**config.mk**
```make
export PLATFORM = sky130hd
export DESIGN_NAME = spi_host_target
export DESIGN_NICKNAME = d
export VERILOG_FILES = /design/src/rtl/raider_spi_pkg.sv /design/src/rtl/spi_pin_sync.sv /design/src/rtl/spi_host_target.sv
export SDC_FILE = /design/constraint.sdc
export NUM_CORES = 1
export LEC_CHECK = 0
export CORE_ASPECT_RATIO = 1.75
export CORE_UTILIZATION = 40
export DETAILED_ROUTE_END_ITERATION = 8
export PLACE_DENSITY_LB_ADDON = 0.15
export SYNTH_ARGS = -nofsm -noshare
export SYNTH_HDL_FRONTEND = slang
export SYNTH_SLANG_ARGS = --single-unit
export TNS_END_PERCENT = 30
```
**constraint.sdc**
```tcl
create_clock -name clk -period 2 [get_ports clk]
set_input_delay 0.4 -clock clk [delete_from_list [all_inputs] [get_ports clk]]
set_output_delay 0.4 -clock clk [all_outputs]
set_load 0.05 [all_outputs]
```
**src/rtl/raider_spi_pkg.sv**
```systemverilog
// Shared types and constants for the SPI host target front-end.
// State encoding, fill byte and byte counter width.
package raider_spi_pkg;

  typedef enum logic [1:0] {
    WAIT_IDLE,
    IDLE,
    ACTIVE
  } state_e;

  localparam logic [7:0] SPI_FILL_BYTE = 8'hFF;
  localparam int         BYTE_CNT_W    = 16;

endpackage

```
**src/rtl/spi_pin_sync.sv**
```systemverilog
// N-stage synchronizer for one host pin plus edge detect.
// Edges are taken between the last stage and its delayed copy.
module spi_pin_sync #(
  parameter int   N       = 2,
  parameter logic RST_VAL = 1'b0
) (
  input  logic clk,
  input  logic rst,
  input  logic i_d,
  output logic o_q,
  output logic o_rise,
  output logic o_fall
);

  logic [N-1:0] r_sync;
  logic         r_prev;

  // Shift the pad level in and keep the previous synced value.
  always_ff @(posedge clk or posedge rst) begin
    if (rst) begin
      r_sync <= {N{RST_VAL}};
      r_prev <= RST_VAL;
    end else begin
      r_sync <= {r_sync[N-2:0], i_d};
      r_prev <= r_sync[N-1];
    end
  end

  assign o_q    = r_sync[N-1];
  assign o_rise = r_sync[N-1] & ~r_prev;
  assign o_fall = ~r_sync[N-1] & r_prev;

endmodule

```
**src/rtl/spi_host_target.sv**
```systemverilog
// SPI mode-0 target: oversampled host pins, byte RX/TX paths,
// transaction framing events for the command decoder.
module spi_host_target
  import raider_spi_pkg::*;
#(
  parameter int   SYNC_STAGES = 2,
  parameter logic IDLE_MISO   = 1'b1
) (
  input  logic                  clk,
  input  logic                  rst,
  input  logic                  h_clk,
  input  logic                  h_cs_n,
  input  logic                  h_mosi,
  output logic                  h_miso,
  output logic [7:0]            rx_data,
  output logic                  rx_valid,
  output logic                  rx_first,
  input  logic [7:0]            tx_data,
  input  logic                  tx_valid,
  output logic                  tx_ready,
  output logic                  cs_active,
  output logic                  txn_start,
  output logic                  txn_end,
  output logic [BYTE_CNT_W-1:0] byte_count,
  output logic                  tx_underrun,
  output logic                  frame_error
);

  logic w_unused_sck_q, w_sck_rise, w_sck_fall;
  logic w_cs_q, w_cs_rise, w_cs_fall;
  logic w_mosi, w_unused_mosi_rise, w_unused_mosi_fall;

  spi_pin_sync #(.N(SYNC_STAGES), .RST_VAL(1'b0)) u_sck (
    .clk(clk), .rst(rst), .i_d(h_clk),
    .o_q(w_unused_sck_q), .o_rise(w_sck_rise), .o_fall(w_sck_fall)
  );

  spi_pin_sync #(.N(SYNC_STAGES), .RST_VAL(1'b1)) u_cs (
    .clk(clk), .rst(rst), .i_d(h_cs_n),
    .o_q(w_cs_q), .o_rise(w_cs_rise), .o_fall(w_cs_fall)
  );

  spi_pin_sync #(.N(SYNC_STAGES), .RST_VAL(1'b0)) u_mosi (
    .clk(clk), .rst(rst), .i_d(h_mosi),
    .o_q(w_mosi), .o_rise(w_unused_mosi_rise), .o_fall(w_unused_mosi_fall)
  );

  state_e                r_state, w_state_nxt;
  logic [SYNC_STAGES:0]  r_warm;
  logic [2:0]            r_bit, w_bit_nxt;
  logic [7:0]            r_rx_shift, w_rx_shift_nxt;
  logic [7:0]            r_tx_shift, w_tx_shift_nxt;
  logic [7:0]            r_hold, w_hold_nxt;
  logic                  r_hold_full, w_hold_full_nxt;
  logic [BYTE_CNT_W-1:0] r_byte_cnt, w_byte_cnt_nxt;
  logic [7:0]            r_rx_data, w_rx_data_nxt;
  logic                  r_rx_valid, w_rx_valid_nxt;
  logic                  r_rx_first, w_rx_first_nxt;
  logic                  r_start, w_start_nxt;
  logic                  r_end, w_end_nxt;
  logic                  r_under, w_under_nxt;
  logic                  r_ferr, w_ferr_nxt;
  logic                  r_miso, w_miso_nxt;
  logic                  w_warm, w_hs, w_load;

  // Synced CS# is only trusted once the reset values have drained
  // out of the synchronizer, so a CS# held low through reset is seen.
  assign w_warm = r_warm[SYNC_STAGES];
  assign w_hs   = tx_valid & tx_ready;

  // Next state, datapath and event pulses.
  always_comb begin
    w_state_nxt     = r_state;
    w_bit_nxt       = r_bit;
    w_rx_shift_nxt  = r_rx_shift;
    w_tx_shift_nxt  = r_tx_shift;
    w_hold_nxt      = r_hold;
    w_hold_full_nxt = r_hold_full;
    w_byte_cnt_nxt  = r_byte_cnt;
    w_rx_data_nxt   = r_rx_data;
    w_rx_valid_nxt  = 1'b0;
    w_rx_first_nxt  = 1'b0;
    w_start_nxt     = 1'b0;
    w_end_nxt       = 1'b0;
    w_under_nxt     = 1'b0;
    w_ferr_nxt      = 1'b0;
    w_load          = 1'b0;
    if (w_hs) begin
      w_hold_nxt      = tx_data;
      w_hold_full_nxt = 1'b1;
    end
    unique case (r_state)
      WAIT_IDLE: begin
        if (w_warm && w_cs_q) w_state_nxt = IDLE;
      end
      IDLE: begin
        if (w_cs_fall) begin
          w_state_nxt    = ACTIVE;
          w_start_nxt    = 1'b1;
          w_bit_nxt      = 3'd0;
          w_byte_cnt_nxt = '0;
          w_load         = 1'b1;
        end
      end
      ACTIVE: begin
        if (w_cs_rise) begin
          w_state_nxt     = IDLE;
          w_end_nxt       = 1'b1;
          w_ferr_nxt      = (r_bit != 3'd0);
          w_bit_nxt       = 3'd0;
          w_hold_full_nxt = 1'b0;
        end else if (w_sck_rise) begin
          w_rx_shift_nxt = {r_rx_shift[6:0], w_mosi};
          w_bit_nxt      = r_bit + 3'd1;
          if (r_bit == 3'd7) begin
            w_rx_data_nxt  = {r_rx_shift[6:0], w_mosi};
            w_rx_valid_nxt = 1'b1;
            w_rx_first_nxt = (r_byte_cnt == '0);
            if (r_byte_cnt != '1) w_byte_cnt_nxt = r_byte_cnt + 1'b1;
          end
        end else if (w_sck_fall) begin
          if (r_bit == 3'd0) w_load = 1'b1;
          else w_tx_shift_nxt = {r_tx_shift[6:0], 1'b1};
        end
      end
      default: w_state_nxt = WAIT_IDLE;
    endcase
    if (w_load) begin
      if (r_hold_full) begin
        w_tx_shift_nxt  = r_hold;
        w_hold_full_nxt = 1'b0;
      end else if (w_hs) begin
        w_tx_shift_nxt  = tx_data;
        w_hold_full_nxt = 1'b0;
      end else begin
        w_tx_shift_nxt = SPI_FILL_BYTE;
        w_under_nxt    = 1'b1;
      end
    end
    w_miso_nxt = (w_state_nxt == ACTIVE) ? w_tx_shift_nxt[7] : IDLE_MISO;
  end

  // Register state, datapath and registered outputs.
  always_ff @(posedge clk or posedge rst) begin
    if (rst) begin
      r_state     <= WAIT_IDLE;
      r_warm      <= '0;
      r_bit       <= 3'd0;
      r_rx_shift  <= 8'd0;
      r_tx_shift  <= SPI_FILL_BYTE;
      r_hold      <= 8'd0;
      r_hold_full <= 1'b0;
      r_byte_cnt  <= '0;
      r_rx_data   <= 8'd0;
      r_rx_valid  <= 1'b0;
      r_rx_first  <= 1'b0;
      r_start     <= 1'b0;
      r_end       <= 1'b0;
      r_under     <= 1'b0;
      r_ferr      <= 1'b0;
      r_miso      <= IDLE_MISO;
    end else begin
      r_state     <= w_state_nxt;
      r_warm      <= {r_warm[SYNC_STAGES-1:0], 1'b1};
      r_bit       <= w_bit_nxt;
      r_rx_shift  <= w_rx_shift_nxt;
      r_tx_shift  <= w_tx_shift_nxt;
      r_hold      <= w_hold_nxt;
      r_hold_full <= w_hold_full_nxt;
      r_byte_cnt  <= w_byte_cnt_nxt;
      r_rx_data   <= w_rx_data_nxt;
      r_rx_valid  <= w_rx_valid_nxt;
      r_rx_first  <= w_rx_first_nxt;
      r_start     <= w_start_nxt;
      r_end       <= w_end_nxt;
      r_under     <= w_under_nxt;
      r_ferr      <= w_ferr_nxt;
      r_miso      <= w_miso_nxt;
    end
  end

  assign h_miso      = r_miso;
  assign rx_data     = r_rx_data;
  assign rx_valid    = r_rx_valid;
  assign rx_first    = r_rx_first;
  assign tx_ready    = !r_hold_full && (r_state != WAIT_IDLE);
  assign cs_active   = (r_state == ACTIVE);
  assign txn_start   = r_start;
  assign txn_end     = r_end;
  assign byte_count  = r_byte_cnt;
  assign tx_underrun = r_under;
  assign frame_error = r_ferr;

endmodule

```
==> flow_summary.yaml <==
global_routing:
  antenna_found_initial: 0
  grt_use_met3: 0.0328
  grtUsageTotal: 0.173
  grt.met1_usage: 0.181
  grt_pass1_vias: 2485
  overflow: 0
  busiest_layer: "met2"
  grt_max_degree: 72
  grt_pass1_wl_um: 11400
  use_met2: 0.309
floorplanning:
  core_um2: 7960
  die_area_um2: 8670
  chipHeight_um: 122
  initial_core_util: 0.417
  fp.dieW_um: 70.8
  rows: 43
  io_pins: 47
worst_setup_path:
  cp-end-kind: "flop"
  worstSetupPathType: "reg -> reg"
  worstPathMaxFanout: 23
  critPathArrivalTime_ps: 2150
  worstPathRequired_ps: 2250
  critPathLaunchType: "flop"
cells_and_area:
  finalNonFillerCells: 466
  nets: 394
  finalInstanceArea_um2: 4310
  fillers: 724
  diodes: 0
  drive_gt1_frac: 0.298
  syn2layout_area_growth_pct: 29.8
route:
  avgViaCountPerCell: 5.41
  drt-wirelength-per-cell_um: 14.7
  route.detailed.drc: 0
  firstDrtPassIters: 6
  route.vias.total: 2519
  first_iter_violations: 119
  postRouteAntennaNets: 0
  drt_wl_total_um: 6860
logic_synthesis:
  netlist_instances: 301
  ys_seq_elements: 71
  syn_nets: 324
  yosysWarnings: 0
  postSynth.asyncResetShare: 1.00
  synth_flop_cell: "dfrtp_1"
  syn_area_um2: 3320
  synth-edff-count: 0
  ys_seq_area_frac: 0.540
  ys_types: 54
  syn_area_per_cell_um2: 11.0
sta:
  hold_viol_final: 0
  rsz0062_at_grt: "false"
  max_freq_ghz: 0.528
  tns_ps: 0
  fin_crit_ps: 1890
  setup_viol: 0
  clock_skew_ps: 4.81
  fin_hold_ws_ps: 346
  period_share: 0.947
  worstMarginPinSlew_ps: 499
  drv_slew: 0
  max_slew_margin: 0.666
clock_network:
  cts.clk_slew.worst_paths_ps: 60
  cts.sinks: 71
  tritoncts: "yes"
  clkLatencyLatePin_ps: 320
  cts_buffers: 9
  root_buffer: "clkbuf_16"
  clk_path_buf_depth: 2
  ctsHoldBuffers: 0
  htreeDepth: 3
place:
  hpwl_um: 5020
  numPortBuffers: 46
  gp_congestion: 0.799
  place_area_um2: 3990
  dp.cells: 448
worst_hold_path:
  min_path_type: "reg -> reg"
flow_run:
  drv_cap: 0
pwr:
  p_per_area_nw_per_um2: 1160
  p_leak_nw: 2.02
  ir_drop_v: 0.000794
  finalPower_mw: 4.98
run_status:
  status: "complete, no violations"
[cell usage in the layout (no fill, tap or decap), types with 3 or more instances in the layout]
cell type        netlist  layout
nand2_1               51      51
dfstp_2               12      12
o21ai_0               18      18
dfrtp_1               59      58
nor2b_1                3       3
ha_1                   9       8
or4_1                  5       5
buf_4                  0      34
o22ai_1                8       8
mux2_2                23      23
buf_12                 0       4
a21oi_1               13      13
clkdlybuf4s50_1        0      27
nand3_1               10       9
or3_1                  6       6
inv_1                 14      12
o31ai_1                3       3
clkbuf_16              0       9
nand4_1                5       5
nor2_1                 8       7
o211ai_1               3       3
clkbuf_8               1       3
nor3_1                 3       3
[synthesized netlist by cell type (all sizes together) (8+ instances only)]
library cell / n / area share
dfrtp: 59 / 0.45
nand2: 51 / 0.058
mux2: 23 / 0.078
o21ai: 19 / 0.030
inv: 14 / 0.016
a21oi: 13 / 0.020
dfstp: 12 / 0.095
nand3: 11 / 0.018
ha: 9 / 0.034
nor2: 9 / 0.011
nand4: 8 / 0.023
o22ai: 8 / 0.015
[sequential cells by signal, indices dropped and copies added, names as in the netlist, 2 cells and up]
name / count
r_hold: 8
u_cs.r_sync: 2
byte_count: 16
r_bit: 3
u_sck.r_sync: 2
u_mosi.r_sync: 2
r_warm: 3
r_tx_shift: 8
r_rx_shift: 7
rx_data: 8
r_state: 2
[critical path, stage by stage (launching register included)]
cell	delay [ps]
dfrtp_2	400
inv_1	80
ha_1	230
inv_1	100
o21a_4	150
o211ai_4	80
buf_12	160
or4_1	470
a21oi_1	150
[area by class of cell]
class	count	area, um^2	share of cell area
Tap cell	90	113	0.0262
Clock buffer	13	270	0.0628
Inverter	16	60.1	0.0139
Clock inverter	3	17.5	0.00407
Multi-Input combinational cell	206	1430	0.332
Timing Repair Buffer	67	623	0.145
Sequential cell	71	1790	0.416
[cell families after synthesis]
family,synth area share
and+or+nand+nor,0.191
DFF,0.540
AOI/OAI and AO/OA,0.114
buffers and inverters,0.0392
muxes,0.0811
adders and majority gates,0.0340
other,0.00113
[power breakdown]
| group | total, mW | internal [mW] | switching, mW |
|---|---|---|---|
| sequential | 1.84 | 1.72 | 0.127 |
| combinational | 1.63 | 0.742 | 0.892 |
| clock | 1.50 | 0.936 | 0.566 |
| total | 4.98 | 3.39 | 1.59 |
[repair_timing]
item                                    4_1_cts  5_1_grt
endpoints found under the hold margin         0        0
gates resized for setup                       2        4
endpoints found under the setup margin        2       20
buffers inserted                              0        2
[final timing paths]
check                           start            end  slack [ps]  cells past startpoint
min                         r_warm[1]      r_warm[2]         350                      0
max reg2reg                r_state[1]  byte_count[5]         110                      8
min in group asynchronous         rst      r_warm[0]         480                      3
max in group asynchronous         rst  r_tx_shift[5]        1200                      3
max                        r_state[1]  byte_count[5]         110                      8
min reg2reg                 r_warm[1]      r_warm[2]         350                      0
[per-stage QoR]
stage                     utilization  worst slack (ps)
final                           0.541               105
after global routing            0.541              3.78
after CTS                       0.537              3.59
after detailed placement        0.501              15.1
after global placement          0.501              97.8
after floorplan                     -              -189
[per-layer routing]
metal	share of wire	vias up
met5	0	-
met4	0.046	0
met3	0.029	22
met2	0.54	62
met1	0.39	1218
li1	-	1217
Note: power is estimated with default switching activity, not from simulation.
